### src/rtl/esp_uart.sv
// esp_uart: CPU-side STATUS/DATA responder with TX/RX FIFOs and an 11-bit
// framed UART (start, 8 data LSB first, SOF flag, stop) to the ESP32.
module esp_uart_fifo #(
  parameter int AW = 4
) (
  input  logic       clk,
  input  logic       reset,
  input  logic       push,
  input  logic [8:0] din,
  input  logic       pop,
  output logic [8:0] dout,
  output logic       empty,
  output logic       full
);
  logic [8:0]  mem_q [2**AW];
  logic [AW:0] wp_q, rp_q;
  assign empty = wp_q == rp_q;
  assign full  = (wp_q ^ rp_q) == {1'b1, {AW{1'b0}}};
  assign dout  = mem_q[rp_q[AW-1:0]];
  always_ff @(posedge clk)
    if (push && !full) mem_q[wp_q[AW-1:0]] <= din;
  always_ff @(posedge clk or posedge reset)
    if (reset) begin
      wp_q <= '0;
      rp_q <= '0;
    end else begin
      if (push && !full) wp_q <= wp_q + 1'b1;
      if (pop && !empty) rp_q <= rp_q + 1'b1;
    end
endmodule

module esp_uart #(
  parameter int BAUD_DIV        = 14,
  parameter int FIFO_DEPTH_LOG2 = 4
) (
  input  logic        clk,
  input  logic        reset,
  input  logic        bus_addr,
  input  logic [31:0] bus_wrdata,
  input  logic        bus_wren,
  input  logic        bus_rden,
  output logic [31:0] bus_rddata,
  input  logic        uart_rxd,
  output logic        uart_txd
);
  localparam int BW = $clog2(BAUD_DIV);
  localparam logic [BW-1:0] BMAX  = BW'(BAUD_DIV - 1);
  localparam logic [BW-1:0] BHALF = BW'(BAUD_DIV / 2 - 1);

  typedef enum logic [2:0] {S_IDLE, S_START, S_DATA, S_FLAG, S_STOP} state_t;

  logic [8:0]  tx_head, rx_head;
  logic        tx_empty, tx_full, rx_empty, rx_full;
  logic        tx_push, tx_pop, rx_push, rx_pop, st_wr;
  state_t      tx_state_q, tx_state_d, rx_state_q, rx_state_d;
  logic [BW-1:0] tx_baud_q, tx_baud_d, rx_baud_q, rx_baud_d;
  logic [2:0]  tx_bit_q, tx_bit_d, rx_bit_q, rx_bit_d;
  logic [8:0]  tx_sh_q, tx_sh_d, rx_sh_q, rx_sh_d;
  logic [1:0]  sync_q;
  logic        prev_q, ovf_q, ovf_d, ferr_q, ferr_d, ferr_set;
  logic [31:0] rddata_q, rddata_d;
  logic        tx_tick, rx_tick, rxs, unused_bits;

  assign unused_bits = ^bus_wrdata[31:9];
  assign tx_push = bus_wren & bus_addr;
  assign st_wr   = bus_wren & ~bus_addr;
  assign rx_pop  = bus_rden & bus_addr & ~rx_empty;
  assign tx_tick = tx_baud_q == '0;
  assign rx_tick = rx_baud_q == '0;
  assign rxs     = sync_q[1];
  assign bus_rddata = rddata_q;
  // Driven straight from async-reset state so reset forces the line idle at once
  assign uart_txd = (tx_state_q == S_START) ? 1'b0 :
                    (tx_state_q == S_DATA || tx_state_q == S_FLAG) ? tx_sh_q[0] : 1'b1;

  esp_uart_fifo #(.AW(FIFO_DEPTH_LOG2)) u_tx_fifo (
    .clk(clk), .reset(reset), .push(tx_push), .din(bus_wrdata[8:0]), .pop(tx_pop),
    .dout(tx_head), .empty(tx_empty), .full(tx_full)
  );
  esp_uart_fifo #(.AW(FIFO_DEPTH_LOG2)) u_rx_fifo (
    .clk(clk), .reset(reset), .push(rx_push), .din(rx_sh_q), .pop(rx_pop),
    .dout(rx_head), .empty(rx_empty), .full(rx_full)
  );

  always_comb begin
    tx_state_d = tx_state_q;
    tx_baud_d  = (tx_state_q == S_IDLE) ? tx_baud_q : tx_tick ? BMAX : tx_baud_q - 1'b1;
    tx_bit_d   = tx_bit_q;
    tx_sh_d    = tx_sh_q;
    tx_pop     = 1'b0;
    case (tx_state_q)
      S_IDLE: if (!tx_empty) begin
        tx_pop     = 1'b1;
        tx_sh_d    = tx_head;
        tx_baud_d  = BMAX;
        tx_state_d = S_START;
      end
      S_START: if (tx_tick) begin
        tx_state_d = S_DATA;
        tx_bit_d   = '0;
      end
      S_DATA: if (tx_tick) begin
        tx_sh_d    = {1'b0, tx_sh_q[8:1]};
        tx_bit_d   = tx_bit_q + 3'd1;
        tx_state_d = (tx_bit_q == 3'd7) ? S_FLAG : S_DATA;
      end
      S_FLAG: if (tx_tick) tx_state_d = S_STOP;
      // Chain straight into the next start bit when more bytes are queued
      S_STOP: if (tx_tick) begin
        tx_pop     = !tx_empty;
        tx_sh_d    = tx_empty ? tx_sh_q : tx_head;
        tx_state_d = tx_empty ? S_IDLE : S_START;
      end
      default: tx_state_d = S_IDLE;
    endcase
  end

  always_comb begin
    rx_state_d = rx_state_q;
    rx_baud_d  = (rx_state_q == S_IDLE) ? rx_baud_q : rx_tick ? BMAX : rx_baud_q - 1'b1;
    rx_bit_d   = rx_bit_q;
    rx_sh_d    = rx_sh_q;
    rx_push    = 1'b0;
    ferr_set   = 1'b0;
    case (rx_state_q)
      S_IDLE: if (prev_q && !rxs) begin
        rx_state_d = S_START;
        rx_baud_d  = BHALF;
      end
      S_START: if (rx_tick) begin
        rx_state_d = rxs ? S_IDLE : S_DATA;
        rx_bit_d   = '0;
      end
      S_DATA: if (rx_tick) begin
        rx_sh_d    = {rxs, rx_sh_q[8:1]};
        rx_bit_d   = rx_bit_q + 3'd1;
        rx_state_d = (rx_bit_q == 3'd7) ? S_FLAG : S_DATA;
      end
      S_FLAG: if (rx_tick) begin
        rx_sh_d    = {rxs, rx_sh_q[8:1]};
        rx_state_d = S_STOP;
      end
      S_STOP: if (rx_tick) begin
        rx_push    = rxs;
        ferr_set   = !rxs;
        rx_state_d = S_IDLE;
      end
      default: rx_state_d = S_IDLE;
    endcase
  end

  assign ovf_d  = (rx_push & rx_full) | (ovf_q & ~(st_wr & bus_wrdata[2]));
  assign ferr_d = ferr_set | (ferr_q & ~(st_wr & bus_wrdata[3]));
  assign rddata_d = !bus_rden ? rddata_q :
                    bus_addr  ? {23'b0, rx_empty ? 9'b0 : rx_head} :
                                {28'b0, ferr_q, ovf_q, tx_full, ~rx_empty};

  always_ff @(posedge clk or posedge reset)
    if (reset) begin
      tx_state_q <= S_IDLE;
      tx_baud_q  <= '0;
      tx_bit_q   <= '0;
      tx_sh_q    <= '0;
      rx_state_q <= S_IDLE;
      rx_baud_q  <= '0;
      rx_bit_q   <= '0;
      rx_sh_q    <= '0;
      sync_q     <= 2'b11;
      prev_q     <= 1'b1;
      ovf_q      <= 1'b0;
      ferr_q     <= 1'b0;
      rddata_q   <= '0;
    end else begin
      tx_state_q <= tx_state_d;
      tx_baud_q  <= tx_baud_d;
      tx_bit_q   <= tx_bit_d;
      tx_sh_q    <= tx_sh_d;
      rx_state_q <= rx_state_d;
      rx_baud_q  <= rx_baud_d;
      rx_bit_q   <= rx_bit_d;
      rx_sh_q    <= rx_sh_d;
      sync_q     <= {sync_q[0], uart_rxd};
      prev_q     <= sync_q[1];
      ovf_q      <= ovf_d;
      ferr_q     <= ferr_d;
      rddata_q   <= rddata_d;
    end
endmodule

### config.mk
export PLATFORM = sky130hd
export DESIGN_NAME = esp_uart
export DESIGN_NICKNAME = d
export VERILOG_FILES = /design/src/rtl/esp_uart.sv
export SDC_FILE = /design/constraint.sdc
export NUM_CORES = 1
export LEC_CHECK = 0
export CORE_MARGIN = 2
export CORE_UTILIZATION = 53
export DETAILED_ROUTE_END_ITERATION = 7
export MAX_ROUTING_LAYER = met4
export PLACE_DENSITY = 0.71
export SYNTH_ARGS = -nofsm -noshare
export SYNTH_HDL_FRONTEND = slang
export SYNTH_SLANG_ARGS = --single-unit
### constraint.sdc
create_clock -name clk -period 3.3 [get_ports clk]
set_input_delay 0.66 -clock clk [delete_from_list [all_inputs] [get_ports clk]]
set_output_delay 0.66 -clock clk [all_outputs]
set_load 0.01 [all_outputs]
---- After elaboration in Yosys (flattened, before gate mapping) ----
Memory sizes are Yosys's and may differ from the RTL's.
Index checks and enable logic that the tools add are counted.
word-level totals
  bits in registers ....................... 95
  bits in writable memories ............... 288
  bits of input ports ..................... 38
  output and inout bits ................... 33
  logic and storage cells ................. 141
  memories kept ........................... 2
memory list
  name             words  width  read ports  clocked after Yosys merged registers in  write ports  line  text
  u_rx_fifo.mem_q  16     9      1           0                                        1            15    logic [8:0] mem_q [2**AW];
  u_tx_fifo.mem_q  16     9      1           0                                        1            15
cells by class
  add/subtract/negate cells ............... 8
  eq/ne operators ......................... 24
  mux-type cells .......................... 48
  bitwise operators ....................... 17
  reductions and logical operators ........ 25
operators by type and width
  kind                                               number
  two-way mux 9 bit                                  5
  two-way mux 3 bit                                  13
  two-way mux 4 bit                                  8
  one-hot mux 3 bit (5 select lines)                 2
  one-hot mux 9 bit (3 select lines)                 1
  adder 5 x 1 -> 5 bit (second input constant)       4
  != test 2 bit (second input constant)              9
  two-way mux 1 bit                                  15
  == test 3 x 2 -> 1 bit (second input constant)     4
  == test 3 bit (second input constant)              4
  one-hot mux 3 bit (2 select lines)                 2
  == test 5 bit                                      2
  == test 5 bit (second input constant)              2
  AND reduction 5 bit                                2
  bitwise XOR 5 bit                                  2
  bitwise AND 1 bit                                  9
  AND reduction 3 bit                                3
  zero test 4 bit                                    2
  subtractor 4 x 1 -> 4 bit (second input constant)  2
  adder 3 x 1 -> 3 bit (second input constant)       2
  == test 3 x 1 -> 1 bit (second input constant)     2
  zero test 3 bit                                    2
  logical AND 1 bit                                  5
  zero test 1 bit                                    5
  other kinds (10)                                   15

---- Logic depth before layout (Yosys ltp) ----
Gate-level depths: netlist (run 1).
  word-level depth ........................ 6
  mapped depth ............................ 8
  gate-level depth less buffers ........... 6

---- Modules after synthesis ----
A second synthesis (run 1) with hierarchy kept.
second synthesis, totals
  cell total of the unflattened synthesis .. 866
  area, all modules ....................... 15,041.9 um^2
modules (own cells, without submodules)
  module                     instances  cells an instance  area an instance (um^2)  seq. area each (um^2)
  esp_uart_fifo (u_tx_fifo)  1          302                6,227.2                  4,574.4
  esp_uart_fifo (u_rx_fifo)  1          302                6,164.7                  4,574.4
  esp_uart                   1          262                2,650.0                  1,305.0

---- Worst setup path before layout (run 1) ----
OpenSTA, ideal clock, no wires.
  path kind ............................... reg2reg
  from .................................... reg rx_baud_q[0]
  to ...................................... mem u_rx_fifo.mem_q[3][0], enable pin
  setup time .............................. 387 ps
  arrival time ............................ 2,146 ps
  data required time ...................... 2,913 ps
  slack ................................... 768 ps
  stages on the path, launching flop included .. 6
  path buffers ............................ 0
  clock period less this slack ............ 2,532 ps
  cells stage by stage .................... dfrtp_1 nor4_2 nand4_1 a21oi_2 nand2_1 nor3_1
on the way
  cells in the longest elaborated chain, start to end .. 6
RTL lines
  item                                     line  text
  start: declaration                       56    logic [BW-1:0] tx_baud_q, tx_baud_d, rx_baud_q, rx_baud_d;
  start signal: assignment                 179   rx_baud_q <= rx_baud_d;
  zero test 4 bit                          69    assign rx_tick = rx_baud_q == '0;
  two-way mux 1 bit                        143   S_STOP: if (rx_tick) begin
  two-way mux 1 bit                        125   case (rx_state_q)
  logical AND 1 bit                        21    if (push && !full) mem_q[wp_q[AW-1:0]] <= din;
  two-way mux 1 bit                        21
  two-way mux 1 bit (not written as such)  21
  end: declaration                         15
No other way between the ends.

---- Worst setup path in the final report (run 1) ----
  from .................................... reg rx_baud_q[0]
  to ...................................... mem u_rx_fifo.mem_q[13][2], enable pin
Same word-level chain as after synthesis.

==> run metrics, run 1 <==
Area contributors post-synth edfxtp_1 58%, dfrtp_1 12%, mux4_2 4.5%; CTS root buffer clkbuf_16; gr usage total 0.212; post-place setup slack 0.572 ns; antenna-violating nets left 0; unrepaired setup endpoints after global routing no; crit-path cells nor4_2 > nand4_1 > a21oi_2 > nand2_1 > nor2_1 > buf_4; Setup WS post-layout 0.565 ns; CP peak stage delay 0.50 ns; ANT cells 0; Post-Syn Instances 947; clock input transition at the sequential cells of the worst setup and hold paths 0.06 ns; Synth Cell Area 14900 µm²; leakage 5.96 nW; total number of vias 7993; Top FF cell, synth edfxtp_1; mean post-synth cell area 15.8 µm²; Die Area 29500 µm²; Synth Warn # 0; Post-synth EDFFs 288; final hold vios 0; final WL 29.5 mm; I/O pin cnt 71; Power Dens Cells 810 nW/µm²; Initial Util 0.537; met3 wire length 1.36 mm; Clock Sinks 360; PortBufs 24; GR Overflow Total 0; Area Growth Syn to Fin 12.4%; die height 172 µm; largest area contributor in the netlist edfxtp_1; vias in the first global route 8062; Worst-Skew Late Latency 0.52 ns; fraction of registers with async set/reset 0.200; Peak supply drop 0.000583 V; Setup Viol. Count Final 0; TritonRoute pass-1 iters 5; Setup Fix Bufs, Post-CTS 0; Layout Nets 1044; Switch Pwr 4.21 mW; fillers 2125; Hold Buf Count CTS 0; Final Max Slew Viols 0; post-synthesis cell type count 60; largest net degree at the start of global routing 45; Vias/cell 5.72; fin crit share 0.829; routability cong. 0.812; Worst Path Arrival 2.97 ns; DP HPWL 18.5 mm; Worst setup EP type flip-flop; TNS Setup 0 ns; initial antenna violation count 0; critical path type reg -> reg; crit-path max FO 9; Worst EP required 3.54 ns; Final min period 2.73 ns; Top Metal Used met4; Die X 172 µm; most common cell after layout, fill and taps aside edfxtp_1; first-pass GRT wire length 45.6 mm; max_slew headroom 0.483; Clk network pwr share 0.297; share of cells above drive strength 1 0.175; worst reg2reg path depth 6; proportion of power drawn by combinational gates 0.275; wire length per cell 21.1 µm; H-tree levels 2; row count 61; Seq cells post-synth 360; clock buffer count from CTS 37; clk_skew 0.0129 ns; DRC 0; cell count after placement 1331; Seq/Total Area, Yosys 0.700; worst-margin pin slew 0.775 ns; Internal 9.38 mW; Hold Path Class reg -> reg; DRT met1 WL 12.4 mm; Crit-path slowest cell nor4_2; status complete, no violations; f_max 366 MHz; WL met2 14.7 mm; # Max-Cap Violations 0; clock buffer depth 3; switching share of power 0.310; core box area 27800 µm²; crit path launch type flip-flop; Starting DRT DRC Count 622; Resize count post-CTS 0; top cell type's share of synthesized area 0.579; CTS tree done; worst hold path stage count 0; commonest non-fill, non-tap cells in the layout 288 x edfxtp_1, 66 x dfrtp_1, 54 x mux2i_1, 51 x nand2_1, 44 x mux2_2; Sequential Power Share 0.428; final std cells w/o fill 1398
==> cell usage after synthesis (18+ instances only) <==
cell type	number
buf_2	20
nand2_1	51
a31oi_1	25
o21ai_0	25
mux4_2	30
mux2_2	44
o22ai_1	23
mux2i_1	54
nor2_1	43
buf_4	23
inv_1	22
clkbuf_1	20
dfrtp_1	69
a21oi_1	18
edfxtp_1	288
==> routing by layer <==
layer,vias up,GRT usage
li1,3677,-
met1,4022,0.273
met2,219,0.345
met3,75,0.0308
met4,0,0.0833
met5,-,-
==> power by group through the flow <==
stage / Combinational [mW] / Clock (mW) / Sequential (mW)
finish: 3.73 / 4.04 / 5.81
global route: 4.06 / 4.29 / 5.87
CTS: 3.76 / 4.11 / 5.81
detailed placement: 3.74 / 0 / 5.90
global placement: 3.68 / 0 / 5.88
floorplan: 2.93 / 0 / 5.72
==> area by class of cell <==
| type | instances | area (µm²) | area share |
|---|---|---|---|
| clock buffer | 56 | 1110 | 0.0661 |
| clock inverter | 11 | 81.3 | 0.00485 |
| multi-input combinational | 514 | 4070 | 0.243 |
| sequential | 360 | 10500 | 0.623 |
| inverter | 22 | 83.8 | 0.00500 |
| tap | 378 | 473 | 0.0282 |
| timing repair buffer | 57 | 500 | 0.0298 |
==> critical path: cells and delay by family, from the launching register on <==
family | cells | cell delay [ns]
simple gates | 4 | 1.36
buf+inv | 1 | 0.24
flops | 1 | 0.45
compound gates | 1 | 0.39
==> kinds of logic after synthesis <==
kind of cell | count (synthesis) | synth area share
flip-flops | 360 | 0.700
AND/OR/NAND/NOR | 184 | 0.0620
AO/OA/AOI/OAI | 136 | 0.0615
multiplexers | 128 | 0.115
buffers and inverters | 95 | 0.0325
XOR/XNOR | 29 | 0.0170
adder cells (fa/ha/maj) | 14 | 0.0117
other | 1 | 0.000251
==> sequential cells by signal (all words and copies together), names as in the netlist <==
name	count
tx_state_q	3
tx_bit_q	3
rx_baud_q	4
rx_sh_q	9
u_tx_fifo.mem_q	144
u_rx_fifo.rp_q	5
ovf_q	1
u_rx_fifo.mem_q	144
u_tx_fifo.wp_q	5
rx_bit_q	3
ferr_q	1
u_rx_fifo.wp_q	5
tx_sh_q	9
rx_state_q	3
u_tx_fifo.rp_q	5
sync_q	2
bus_rddata	9
prev_q	1
tx_baud_q	4
==> metrics by stage <==
stage | hold slack (ns) | cell area, µm² | utilization | total power [mW]
after floorplan | 0.345 | 15000 | - | 8.64
after global placement | 0.346 | 15600 | 0.561 | 9.56
after detailed placement | 0.347 | 15600 | 0.561 | 9.64
after CTS | 0.355 | 16800 | 0.604 | 13.7
after global routing | 0.359 | 16800 | 0.604 | 14.2
final | 0.354 | 16800 | 0.604 | 13.6
==> final timing paths <==
check | start | endpoint | slack [ns]
setup reg to reg | rx_baud_q[0]$_DFF_PP0_ | u_rx_fifo.mem_q[13][2]$_DFFE_PP_ | 0.57
min in group asynchronous | reset | tx_baud_q[2]$_DFF_PP0_ | 0.56
max in group asynchronous | reset | prev_q$_DFF_PP1_ | 2.02
hold reg to reg | sync_q[0]$_DFF_PP1_ | sync_q[1]$_DFF_PP1_ | 0.35
hold / removal | sync_q[0]$_DFF_PP1_ | sync_q[1]$_DFF_PP1_ | 0.35
setup / recovery | rx_baud_q[0]$_DFF_PP0_ | u_rx_fifo.mem_q[13][2]$_DFFE_PP_ | 0.57
Power figures use the tool's default switching activity.
==> run 2, diff against run 1 <==
==> constraint.sdc (replaced) <==
create_clock -name clk -period 2.8 [get_ports clk]
set_input_delay 0.56 -clock clk [delete_from_list [all_inputs] [get_ports clk]]
set_output_delay 0.56 -clock clk [all_outputs]
set_load 0.01 [all_outputs]
==> run 2 against run 1 <==
  * Power increased by 19%
  * Combinational power increased by 20%
  * Global-route usage increased by 0.21 points
  * Worst hold slack got worse by 0.053 ns
  * Design area increased by 0.84%
  * Clock skew decreased by 0.0033 ns
  * Sequential power increased by 18%
==> run metrics, run 2 (synthesis gave the netlist of run 1 again) <==
CTS root buffer clkbuf_16; Crit-path slowest cell clkdlybuf4s50_1; Worst EP required 2.24 ns (-1.30 ns); row count 61 (unchanged); H-tree levels 2 (unchanged); Layout Utilization 0.609 (+0.00509); final WL 29.5 mm (about the same); Power Dens Cells 958 nW/µm² (+18%); max_slew headroom 0.506 (+0.0230); worst hold slack 0.302 ns (-0.0529 ns); crit path launch type flip-flop; wire length per cell 20.9 µm (-0.87%); final hold vios 0 (unchanged); total number of vias 8125 (+1.7%); Clock Sinks 360 (unchanged); crit-path max FO 12 (+3); f_max 379 MHz; Worst-Skew Late Latency 0.52 ns (about the same); antenna-violating nets left 0 (unchanged); Hold Path Class in -> async; Worst Path Arrival 2.08 ns (-0.89 ns); Worst setup EP type output pin; TritonRoute pass-1 iters 5 (unchanged); Area Growth Syn to Fin 13.3%; clock buffer depth 3 (unchanged); commonest non-fill, non-tap cells in the layout 288 x edfxtp_1, 66 x dfrtp_1, 54 x mux2i_1, 51 x nand2_1, 44 x mux2_2; Vias/cell 5.76 (+0.71%); leakage 6.07 nW (+1.8%); ANT cells 0 (unchanged); post-place setup slack 0.278 ns (-0.293 ns); DP HPWL 18.7 mm (+1.2%); Initial Util 0.537 (unchanged); Die X 172 µm (unchanged); CTS tree done; crit-path cells nor2_1 > a21oi_1 > nand2_1 > clkdlybuf4s50_1; # Max-Cap Violations 0 (unchanged); Setup Fix Bufs, Post-CTS 0 (unchanged); status complete, no violations; share of cells above drive strength 1 0.193 (+0.0181); Final Cell Area 16900 µm² (+0.84%); clock input transition at the sequential cells of the worst setup and hold paths 0.06 ns (about the same); Starting DRT DRC Count 744 (+20%); unrepaired setup endpoints after global routing no; fin crit share 0.942; TNS Setup 0 ns (unchanged); Resize count post-CTS 0 (unchanged); largest net degree at the start of global routing 45 (unchanged); register area 10500 µm² (unchanged); cell count after placement 1343 (+0.90%); vias in the first global route 8081 (+0.24%); fillers 2077 (-2.3%); most common cell after layout, fill and taps aside edfxtp_1; final std cells w/o fill 1411 (+0.93%); die height 172 µm (unchanged); Hold Buf Count CTS 0 (unchanged); Die Area 29500 µm² (unchanged); clock buffer count from CTS 37 (unchanged); I/O pin cnt 71 (unchanged); Setup Viol. Count Final 0 (unchanged); PnR Total Power 16.2 mW (+19%); CP peak stage delay 0.56 ns (+0.06 ns); PortBufs 24 (unchanged); critical path type reg -> out; Peak supply drop 0.000665 V (+14%); worst-margin pin slew 0.739 ns (-0.0352 ns); core box area 27800 µm² (unchanged); Layout Nets 1056 (+1.1%); gr usage total 0.214 (+0.00213); Final min period 2.64 ns; placed inst area 15700 µm² (+0.66%); Final Max Slew Viols 0 (unchanged); clk_skew 0.00965 ns (-0.00326 ns); first-pass GRT wire length 46.2 mm (+1.3%); GR Overflow Total 0 (unchanged); Setup WS post-layout 0.161 ns (-0.404 ns); routability cong. 0.824 (+1.5%); DRC 0 (unchanged); multi-input logic area 4070 µm² (unchanged); initial antenna violation count 0 (unchanged)
-- run 2: where the power goes --
part	internal, mW	switching [mW]
sequential	6.33	0.528
clock	2.94	1.94
combinational	1.95	2.53
-- run 2: final timing paths --
kind / from / to / slack, ns / cells after the start
setup / recovery: tx_state_q[0]$_DFFE_PP0P_ / uart_txd / 0.16 / 4
hold / removal: reset / tx_state_q[2]$_DFFE_PP0P_ / 0.30 / 2
setup reg to reg: rx_baud_q[0]$_DFF_PP0_ / u_rx_fifo.mem_q[2][4]$_DFFE_PP_ / 0.24 / 6
hold reg to reg: sync_q[0]$_DFF_PP1_ / sync_q[1]$_DFF_PP1_ / 0.36 / 0
max in group asynchronous: reset / u_tx_fifo.rp_q[2]$_DFFE_PP0P_ / 1.91 / 3
min in group clk: sync_q[0]$_DFF_PP1_ / sync_q[1]$_DFF_PP1_ / 0.36 / 0
-- run 2: critical path, delay by kind of cell (launching register included) --
kind | cells | cell delay [ns]
buffers and inverters | 1 | 0.56
AOI/OAI and AO/OA | 1 | 0.07
and+or+nand+nor | 2 | 0.39
DFF | 1 | 0.55
-- run 2: area by class of cell --
cell class                      instances  share of cell area
Clock inverter                         18              0.0102
Timing Repair Buffer                   69              0.0356
Multi-Input combinational cell        514               0.241
Clock buffer                           50              0.0625
Sequential cell                       360               0.618
Inverter                               22             0.00495
Tap cell                              378              0.0280
-- run 2: per-layer routing --
metal | global-route usage | share of wire | up-vias
met5 | - | 0 | -
met4 | 0.0727 | 0.028 | 0
met3 | 0.0290 | 0.056 | 52
met2 | 0.346 | 0.49 | 273
met1 | 0.285 | 0.42 | 4097
li1 | - | - | 3703
==> run 3, diff against run 2 <==
--- a/config.mk
+++ b/config.mk
@@ -10,6 +10,7 @@
 export DETAILED_ROUTE_END_ITERATION = 7
 export MAX_ROUTING_LAYER = met4
 export PLACE_DENSITY = 0.71
+export SLEW_MARGIN = 10
 export SYNTH_ARGS = -nofsm -noshare
 export SYNTH_HDL_FRONTEND = slang
 export SYNTH_SLANG_ARGS = --single-unit
==> results of run 3 <==
Final layout, timing and power as in run 2 (identical DEF).
